==> src/rtl/cpu_pkg.sv <==
// Shared definitions for the cpu front end: fetch FSM states and word constants.
package cpu_pkg;

  localparam int XLEN = 32;
  localparam logic [XLEN-1:0] NOP_INST = 32'h0;

  typedef enum logic [1:0] {
    S_IDLE  = 2'd0,
    S_REQ   = 2'd1,
    S_WAIT  = 2'd2,
    S_DRAIN = 2'd3
  } fetch_state_t;

endpackage

==> src/rtl/fetch_fifo.sv <==
// Prefetch FIFO holding {instruction, pc} pairs. Clear wins over push/pop;
// pop when empty is ignored. The head is read combinationally.
module fetch_fifo
  import cpu_pkg::*;
#(
  parameter int DEPTH = 4,
  parameter int CW    = $clog2(DEPTH) + 1
) (
  input  logic            clk,
  input  logic            rst_n,
  input  logic            push,
  input  logic [XLEN-1:0] push_inst,
  input  logic [XLEN-1:0] push_pc,
  input  logic            pop,
  input  logic            clear,
  output logic [CW-1:0]   count,
  output logic [XLEN-1:0] head_inst,
  output logic [XLEN-1:0] head_pc
);

  localparam int AW = $clog2(DEPTH);

  logic [XLEN-1:0] inst_mem [DEPTH];
  logic [XLEN-1:0] pc_mem   [DEPTH];
  logic [AW-1:0]   wr_ptr;
  logic [AW-1:0]   rd_ptr;
  logic            pop_eff;
  logic            push_eff;

  assign pop_eff  = pop && (count != '0);
  assign push_eff = push && !clear;

  // Pointer and occupancy bookkeeping; pointers wrap naturally (DEPTH is a power of two).
  always_ff @(posedge clk or negedge rst_n) begin
    if (!rst_n) begin
      wr_ptr <= '0;
      rd_ptr <= '0;
      count  <= '0;
    end else if (clear) begin
      wr_ptr <= '0;
      rd_ptr <= '0;
      count  <= '0;
    end else begin
      if (push) wr_ptr <= wr_ptr + 1'b1;
      if (pop_eff) rd_ptr <= rd_ptr + 1'b1;
      count <= count + CW'(push) - CW'(pop_eff);
    end
  end

  // Storage array; contents are don't-care until written, the count says what is live.
  always_ff @(posedge clk) begin
    if (push_eff) begin
      inst_mem[wr_ptr] <= push_inst;
      pc_mem[wr_ptr]   <= push_pc;
    end
  end

  assign head_inst = inst_mem[rd_ptr];
  assign head_pc   = pc_mem[rd_ptr];

endmodule

==> src/rtl/inst_fetch.sv <==
// Instruction fetch unit: one outstanding request to instruction memory,
// responses buffered in a prefetch FIFO, redirect flushes buffered and in-flight words.
//
// Handshakes:
//   memory side : o_imem_req/o_imem_addr are registered; a request is accepted in a
//                 cycle where o_imem_req & i_imem_gnt. The matching response is the
//                 next cycle with i_imem_rvalid (at least one cycle after the grant).
//   core side   : o_valid/o_inst/o_pc show the FIFO head; the head is consumed at a
//                 rising edge where o_valid & i_ready. o_inst/o_pc are 0 while o_valid=0.
module inst_fetch
  import cpu_pkg::*;
#(
  parameter int DEPTH = 4
) (
  input  logic        i_clk,
  input  logic        i_rst_n,
  input  logic        i_start,
  input  logic        i_redirect,
  input  logic [31:0] i_redirect_pc,
  output logic        o_imem_req,
  output logic [31:0] o_imem_addr,
  input  logic        i_imem_gnt,
  input  logic        i_imem_rvalid,
  input  logic [31:0] i_imem_rdata,
  output logic        o_valid,
  output logic [31:0] o_inst,
  output logic [31:0] o_pc,
  input  logic        i_ready,
  output logic [1:0]  o_dbg_state
);

  localparam int CW = $clog2(DEPTH) + 1;
  localparam logic [CW-1:0] DEPTH_C = CW'(DEPTH);

  fetch_state_t    state_q, state_d;
  logic [XLEN-1:0] fetch_pc_q, fetch_pc_d;
  logic [XLEN-1:0] req_pc_q, req_pc_d;
  logic            req_q, req_d;
  logic [XLEN-1:0] addr_q;
  logic            gnt_acc;
  logic            push;
  logic            clear;
  logic            pop_eff;
  logic [CW-1:0]   count;
  logic [CW-1:0]   count_d;
  logic [XLEN-1:0] head_inst;
  logic [XLEN-1:0] head_pc;

  // A grant only counts while a request is actually being presented.
  assign gnt_acc = req_q && i_imem_gnt;
  assign pop_eff = i_ready && (count != '0);

  // Next-state, fetch pc and FIFO control; redirect overrides everything else.
  always_comb begin
    state_d    = state_q;
    fetch_pc_d = fetch_pc_q;
    req_pc_d   = req_pc_q;
    push       = 1'b0;
    clear      = 1'b0;

    case (state_q)
      S_IDLE: begin
        if (i_start) begin
          fetch_pc_d = '0;
          state_d    = S_REQ;
        end
      end
      S_REQ: begin
        if (gnt_acc) begin
          req_pc_d   = fetch_pc_q;
          fetch_pc_d = fetch_pc_q + 32'd1;
          state_d    = S_WAIT;
        end
      end
      S_WAIT: begin
        if (i_imem_rvalid) begin
          push    = 1'b1;
          state_d = S_REQ;
        end
      end
      S_DRAIN: begin
        if (i_imem_rvalid) state_d = S_REQ;
      end
      default: state_d = S_IDLE;
    endcase

    if (i_redirect) begin
      clear      = 1'b1;
      push       = 1'b0;
      fetch_pc_d = i_redirect_pc;
      if (state_q == S_IDLE) begin
        state_d = S_REQ;
      end else if (state_q == S_DRAIN) begin
        // Still waiting for the abandoned response unless it arrives now.
        state_d = i_imem_rvalid ? S_REQ : S_DRAIN;
      end else if ((state_q == S_WAIT && !i_imem_rvalid) || (state_q == S_REQ && gnt_acc)) begin
        // A response is still owed by memory; swallow it before re-issuing.
        state_d = S_DRAIN;
      end else begin
        state_d = S_REQ;
      end
    end
  end

  // Occupancy after this edge, used to decide whether the next request fits.
  assign count_d = clear ? '0 : (count + CW'(push) - CW'(pop_eff));
  assign req_d   = (state_d == S_REQ) && (count_d < DEPTH_C);

  // State, fetch pc and registered memory request outputs.
  always_ff @(posedge i_clk or negedge i_rst_n) begin
    if (!i_rst_n) begin
      state_q    <= S_IDLE;
      fetch_pc_q <= '0;
      req_pc_q   <= '0;
      req_q      <= 1'b0;
      addr_q     <= '0;
    end else begin
      state_q    <= state_d;
      fetch_pc_q <= fetch_pc_d;
      req_pc_q   <= req_pc_d;
      req_q      <= req_d;
      addr_q     <= fetch_pc_d;
    end
  end

  fetch_fifo #(
    .DEPTH (DEPTH),
    .CW    (CW)
  ) u_fifo (
    .clk       (i_clk),
    .rst_n     (i_rst_n),
    .push      (push),
    .push_inst (i_imem_rdata),
    .push_pc   (req_pc_q),
    .pop       (i_ready),
    .clear     (clear),
    .count     (count),
    .head_inst (head_inst),
    .head_pc   (head_pc)
  );

  assign o_imem_req  = req_q;
  assign o_imem_addr = addr_q;
  assign o_valid     = (count != '0);
  assign o_inst      = o_valid ? head_inst : NOP_INST;
  assign o_pc        = o_valid ? head_pc : '0;
  assign o_dbg_state = state_q;

endmodule

==> config.mk <==
export PLATFORM = sky130hd
export DESIGN_NAME = inst_fetch
export DESIGN_NICKNAME = d
export VERILOG_FILES = /design/src/rtl/cpu_pkg.sv /design/src/rtl/fetch_fifo.sv /design/src/rtl/inst_fetch.sv
export SDC_FILE = /design/constraint.sdc
export NUM_CORES = 1
export LEC_CHECK = 0
export CAP_MARGIN = 30
export CORE_MARGIN = 1
export CORE_UTILIZATION = 60
export CTS_CLUSTER_SIZE = 20
export DETAILED_ROUTE_END_ITERATION = 7
export GPL_TIMING_DRIVEN = 0
export MAX_ROUTING_LAYER = met4
export PLACE_DENSITY = 0.85
export REMOVE_ABC_BUFFERS = 1
export SYNTH_ARGS = -nofsm -noshare
export SYNTH_HDL_FRONTEND = slang
export SYNTH_SLANG_ARGS = --single-unit
==> constraint.sdc <==
create_clock -name i_clk -period 7.86 [get_ports i_clk]
set_clock_uncertainty 0.05 [all_clocks]
set_input_delay 1.572 -clock i_clk [delete_from_list [all_inputs] [get_ports i_clk]]
set_output_delay 1.572 -clock i_clk [all_outputs]
set_load 0.02 [all_outputs]
Word level (Yosys, flattened, before mapping)
Memory sizes are Yosys's and may differ from the RTL's.
Index checks and enable logic that the tools add are counted.
Word-level totals
  RAM bits: 256
  memories kept: 2
  output and inout port bits: 100
  word-level logic and storage cells: 64
  bits in registers: 74
Memories
  u_fifo.inst_mem: depth 4, bits a word 32, read ports 1, clocked after memory_dff 0, wr ports 1, RTL line fetch_fifo.sv:23  | logic [XLEN-1:0] inst_mem [DEPTH];
  u_fifo.pc_mem: depth 4, bits a word 32, read ports 1, clocked after memory_dff 0, wr ports 1, RTL line fetch_fifo.sv:24  | logic [XLEN-1:0] pc_mem [DEPTH];
Operators by class
  reduce and logical (&&, ||, !) cells: 17
  $add $sub $neg: 5
  magnitude comparators: 1
  muxes and demuxes: 26
  eq/ne operators: 6
Operators with widths (number)
  32-bit two-way mux: 5
  32-bit case mux with 2 select lines: 1
  32-bit by 1-bit adder with 32-bit output, second input constant: 1
  2-bit two-way mux: 12
  1-bit logical AND: 6
  1-bit two-way mux: 6
  3-bit inequality test, second input constant: 2
  2-bit case mux with 3 select lines: 1
  3-bit nonzero test: 2
  2-bit by 1-bit adder with 2-bit output, second input constant: 2
  2-bit by 1-bit equality test with 1-bit output, second input constant: 2
  2-bit equality test, second input constant: 2
  2-bit nonzero test: 2
  3-bit by 1-bit adder with 3-bit output: 1
  3-bit less-than comparator, second input constant: 1
  3-bit two-way mux: 1
  3-bit AND reduction: 1
  3-bit by 1-bit subtractor with 3-bit output: 1
  1-bit logical NOT: 2
  2-bit logical NOT: 1
  2-bit AND reduction: 1
  2-bit OR reduction: 1
  1-bit logical OR: 1

Depth between registers and ports, before layout
  word-level depth: 9
  gate-level depth with buffers: 10
  gate-level depth less buffers: 10

By module
From an unflattened synthesis, not the netlist that was laid out.
Unflattened totals
  cell total of the unflattened synthesis: 788
  area, all modules: 13645.6 µm²
Modules (own cells, without submodules)
  fetch_fifo: times used 1, seq. area each 7862.5 µm², area an instance 9721.8 µm², cells each 376
  inst_fetch: times used 1, seq. area each 1676.6 µm², area an instance 3923.8 µm², cells each 412

Worst setup path after synthesis
Ideal clock, no wire load.
  path type: input -> register
  start: input i_redirect
  end: memory u_fifo.inst_mem[0][0] (enable)
  library setup time: 0.429 ns
  path buffers: 2
  arrival time: 3.694 ns
  slack: 3.687 ns
  stages: 4
  data required time: 7.381 ns
  path through: clkbuf_1 -> clkbuf_1 -> nor2_1 -> and2_1
On the way
  longest elaborated chain between the ends: 5
Ends and longest elaborated chain
  start: declaration: RTL line inst_fetch.sv:18  | input logic i_redirect,
  1-bit two-way mux: RTL line inst_fetch.sv:87  | if (i_redirect) begin
  1-bit logical NOT: RTL line fetch_fifo.sv:31  | assign push_eff = push && !clear;
  1-bit logical AND (*): RTL line fetch_fifo.sv:31
  1-bit two-way mux (*): RTL line fetch_fifo.sv:52  | if (push_eff) begin
  1-bit two-way mux (not written as such) (*): RTL line fetch_fifo.sv:53  | inst_mem[wr_ptr] <= push_inst;
  end: declaration: RTL line fetch_fifo.sv:23
Mark *: on every way between the ends. The rest lies on a longest branch, timed or not.

Final worst setup path
  start: register u_fifo.rd_ptr[0]
  end: output o_pc[8]
On the way
  longest elaborated chain between the ends: 2
Ends and longest elaborated chain
  start: declaration: RTL line fetch_fifo.sv:26  | logic [AW-1:0] rd_ptr;
  start signal: assignment: RTL line fetch_fifo.sv:45  | if (pop_eff) rd_ptr <= rd_ptr + 1'b1;
  memory read 4 x 32 bit
  32-bit two-way mux: RTL line inst_fetch.sv:146  | assign o_pc = o_valid ? head_pc : '0;
  end: declaration: RTL line inst_fetch.sv:27  | output logic [31:0] o_pc,
No other way between the ends.

==> reports/qor.yml <==
outcome:
  status: "finished with violations"
  violations: "design-rule violations"
die:
  coreArea_mm2: 0.0220
  io_pins: 171
  die_area_mm2: 0.0231
  start_util_pct: 61.6
  die_w_um: 152
  die_h_um: 152
  num_rows: 54
sta:
  worst_pin_slew_ns: 0.983
  setup_viol: 0
  timing.setup.tns_ns: 0
  post-route-period-util_pct: 59.0
  fin_crit_ns: 4.64
  finalMaxSlewViolations: 0
  rsz0062_at_grt: "no"
  final-hold-violation-count: 0
  whs_ns: 0.468
  clock.fmax_ghz: 0.216
  relSlewSlack_pct: 34.4
  setup_ws_ns: 3.22
global_routing:
  grt_pass1_vias: 8428
  grt_max_degree: 59
  grt-ovfl-total: 0
  track_usage_pct: 28.1
  antenna_found_initial: 1
  grt_pass1_wl_um: 47700
clock_network:
  clock-sinks: 330
  post-cts-setup-buffers: 0
  tritoncts: "done"
  htree_levels: 2
  clk_pin_slew_ns: 0.06
  cts_root_buf: "clkbuf_16"
  cts_buffers: 34
  ctsHoldBuffers: 0
  clkLatencyLatePin_ns: 0.50
  cts_resized: 0
  cts_max_path_buffers: 3
synthesis:
  yosysWarnings: 0
  synthCells: 847
  ys_types: 57
  synthTopCellsByCount: "256 x edfxtp_1, 115 x nand2_1, 74 x dfrtp_1, 72 x and2_1, 64 x mux4_2"
  yosysTopAreaCell: "edfxtp_1"
  async_flop_share_pct: 22.4
  ys_ff_latch: 330
  yosysMostFrequentCell: "edfxtp_1"
  syn_avg_cell_area_um2: 16.0
  synth.area.top_cells: "edfxtp_1 57%, dfrtp_1 14%, mux4_2 11%"
  yosysSeqAreaShare_pct: 70.6
  syn_area_mm2: 0.0135
  synth_edf_count: 256
  ys.flop_type: "edfxtp_1"
  synth_top_area_share_pct: 56.9
setup_path:
  arrival_ns: 3.02
  critPathMaxFanout: 39
  reg2reg_depth: 11
  crit_type: "flip-flop to output pin"
  regToRegSetupSlack_ns: 4.41
  crit_path_start_kind: "flip-flop"
  end_kind: "output pin"
  required_ns: 6.24
  reg2reg_to: "o_imem_req"
  r2r_start: "u_fifo.count[1]"
route:
  vias_per_cell: 6.15
  routed_wl_um: 30300
  drc: 26
  wl_per_cell_um: 22.7
  dr.pass1.iters: 7
  antenna_left: 0
  num_vias: 8183
  met1_length_um: 11600
  drt-initial-drc-count: 696
  wl_met3_um: 2710
  wl_met2_um: 15000
  top_layer: "met4"
pwr:
  power.density_mw_per_mm2: 348
  ir_drop_v: 0.000273
  total_power_mw: 5.86
  power_leakage_nw: 5.91
job:
  max_cap_violations: 0
placed_design:
  port_buffers: 170
  place_congestion: 0.852
  place_ws_ns: 3.50
  place_area_mm2: 0.0157
  dp_hpwl_um: 18400
finish:
  final_cell_area_mm2: 0.0168
  nets: 1103
  area_growth_pct: 24.5
  drive_gt1_share_pct: 14.3
  fill_cells: 1251
worst_hold_path:
  whs_endpoint: "u_fifo.pc_mem[0][30]"
  hp-class: "flip-flop to flip-flop"
  hold_depth: 0
  min_from: "req_pc_q[30]"
[area by class of cell]
cell class	count	area [um2]	share of cell area (%)
repair buffers	184	1980	11.8
well taps	280	350	2.08
clock inverters	20	181	1.08
flip-flops and latches	330	9550	56.7
clock buffers	41	941	5.59
multi-input cells	463	3780	22.5
inverters	11	41.3	0.245
diodes	1	2.50	0.0149
[logic make-up after synthesis]
logic type      share of synthesized area (%)
xor+xnor                                0.324
compound gates                           4.07
simple gates                             11.7
flops                                    70.6
buf+inv                                  1.59
fa+ha+maj                               0.796
mux                                      11.0
[critical path, stage by stage, from the launching register on]
cell and delay (ns):
dfrtp_4 0.84, buf_16 0.35, mux4_2 0.53, and2_1 0.17
clkdlybuf4s50_1 0.57
[worst max path at each step]
stage,start,cells after the start,end,slack (ns)
3_5_place_dp,i_imem_gnt,8,o_imem_addr[22],3.50
2_1_floorplan,u_fifo.rd_ptr[0],2,o_inst[0],2.76
5_1_grt,u_fifo.rd_ptr[0],4,o_pc[14],3.06
3_3_place_gp,i_redirect,3,u_fifo.inst_mem[0][21],1.02
6_report,u_fifo.rd_ptr[0],4,o_pc[8],3.22
4_1_cts,u_fifo.rd_ptr[0],4,o_pc[8],3.16
[routing by layer]
layer | track usage [%] | up-vias
met5 | - | -
met4 | 10.4 | 0
met3 | 5.76 | 69
met2 | 44.7 | 437
met1 | 36.2 | 4067
li1 | - | 3610
[per-stage QoR]
| step | utilization, % | std cells |
|---|---|---|
| after global routing | 76.6 | 1330 |
| after global placement | 70.1 | 1254 |
| after CTS | 76.6 | 1328 |
| after detailed placement | 71.5 | 1267 |
| final | 76.6 | 1330 |
| after floorplan | - | 804 |
[where the power goes]
| group | internal [mW] | switching [mW] | total [mW] |
|---|---|---|---|
| clock network | 0.954 | 0.639 | 1.59 |
| logic | 0.887 | 0.949 | 1.84 |
| registers | 2.13 | 0.299 | 2.43 |
[registers in the layout, indices dropped and copies added (netlist names)]
| signal | cells |
|---|---|
| o_dbg_state | 2 |
| o_imem_addr | 32 |
| o_imem_req | 1 |
| req_pc_q | 32 |
| u_fifo.count | 3 |
| u_fifo.inst_mem | 128 |
| u_fifo.pc_mem | 128 |
| u_fifo.rd_ptr | 2 |
| u_fifo.wr_ptr | 2 |
[placed cells by master, fill, tap and decap left out, types with 8 or more instances in the layout]
| cell type | netlist | routed |
|---|---|---|
| edfxtp_1 | 256 | 256 |
| clkdlybuf4s50_1 | 0 | 168 |
| nand2_1 | 115 | 115 |
| dfrtp_1 | 74 | 72 |
| and2_1 | 72 | 68 |
| mux4_2 | 64 | 64 |
| clkbuf_16 | 0 | 37 |
| o21ai_0 | 31 | 31 |
| nor2_1 | 30 | 30 |
| a21oi_1 | 17 | 17 |
| nand3_1 | 14 | 14 |
| inv_1 | 11 | 11 |
| nand4_1 | 8 | 8 |
| a22oi_1 | 8 | 8 |
| clkinv_1 | 0 | 8 |
Power figures use the tool's default switching activity.
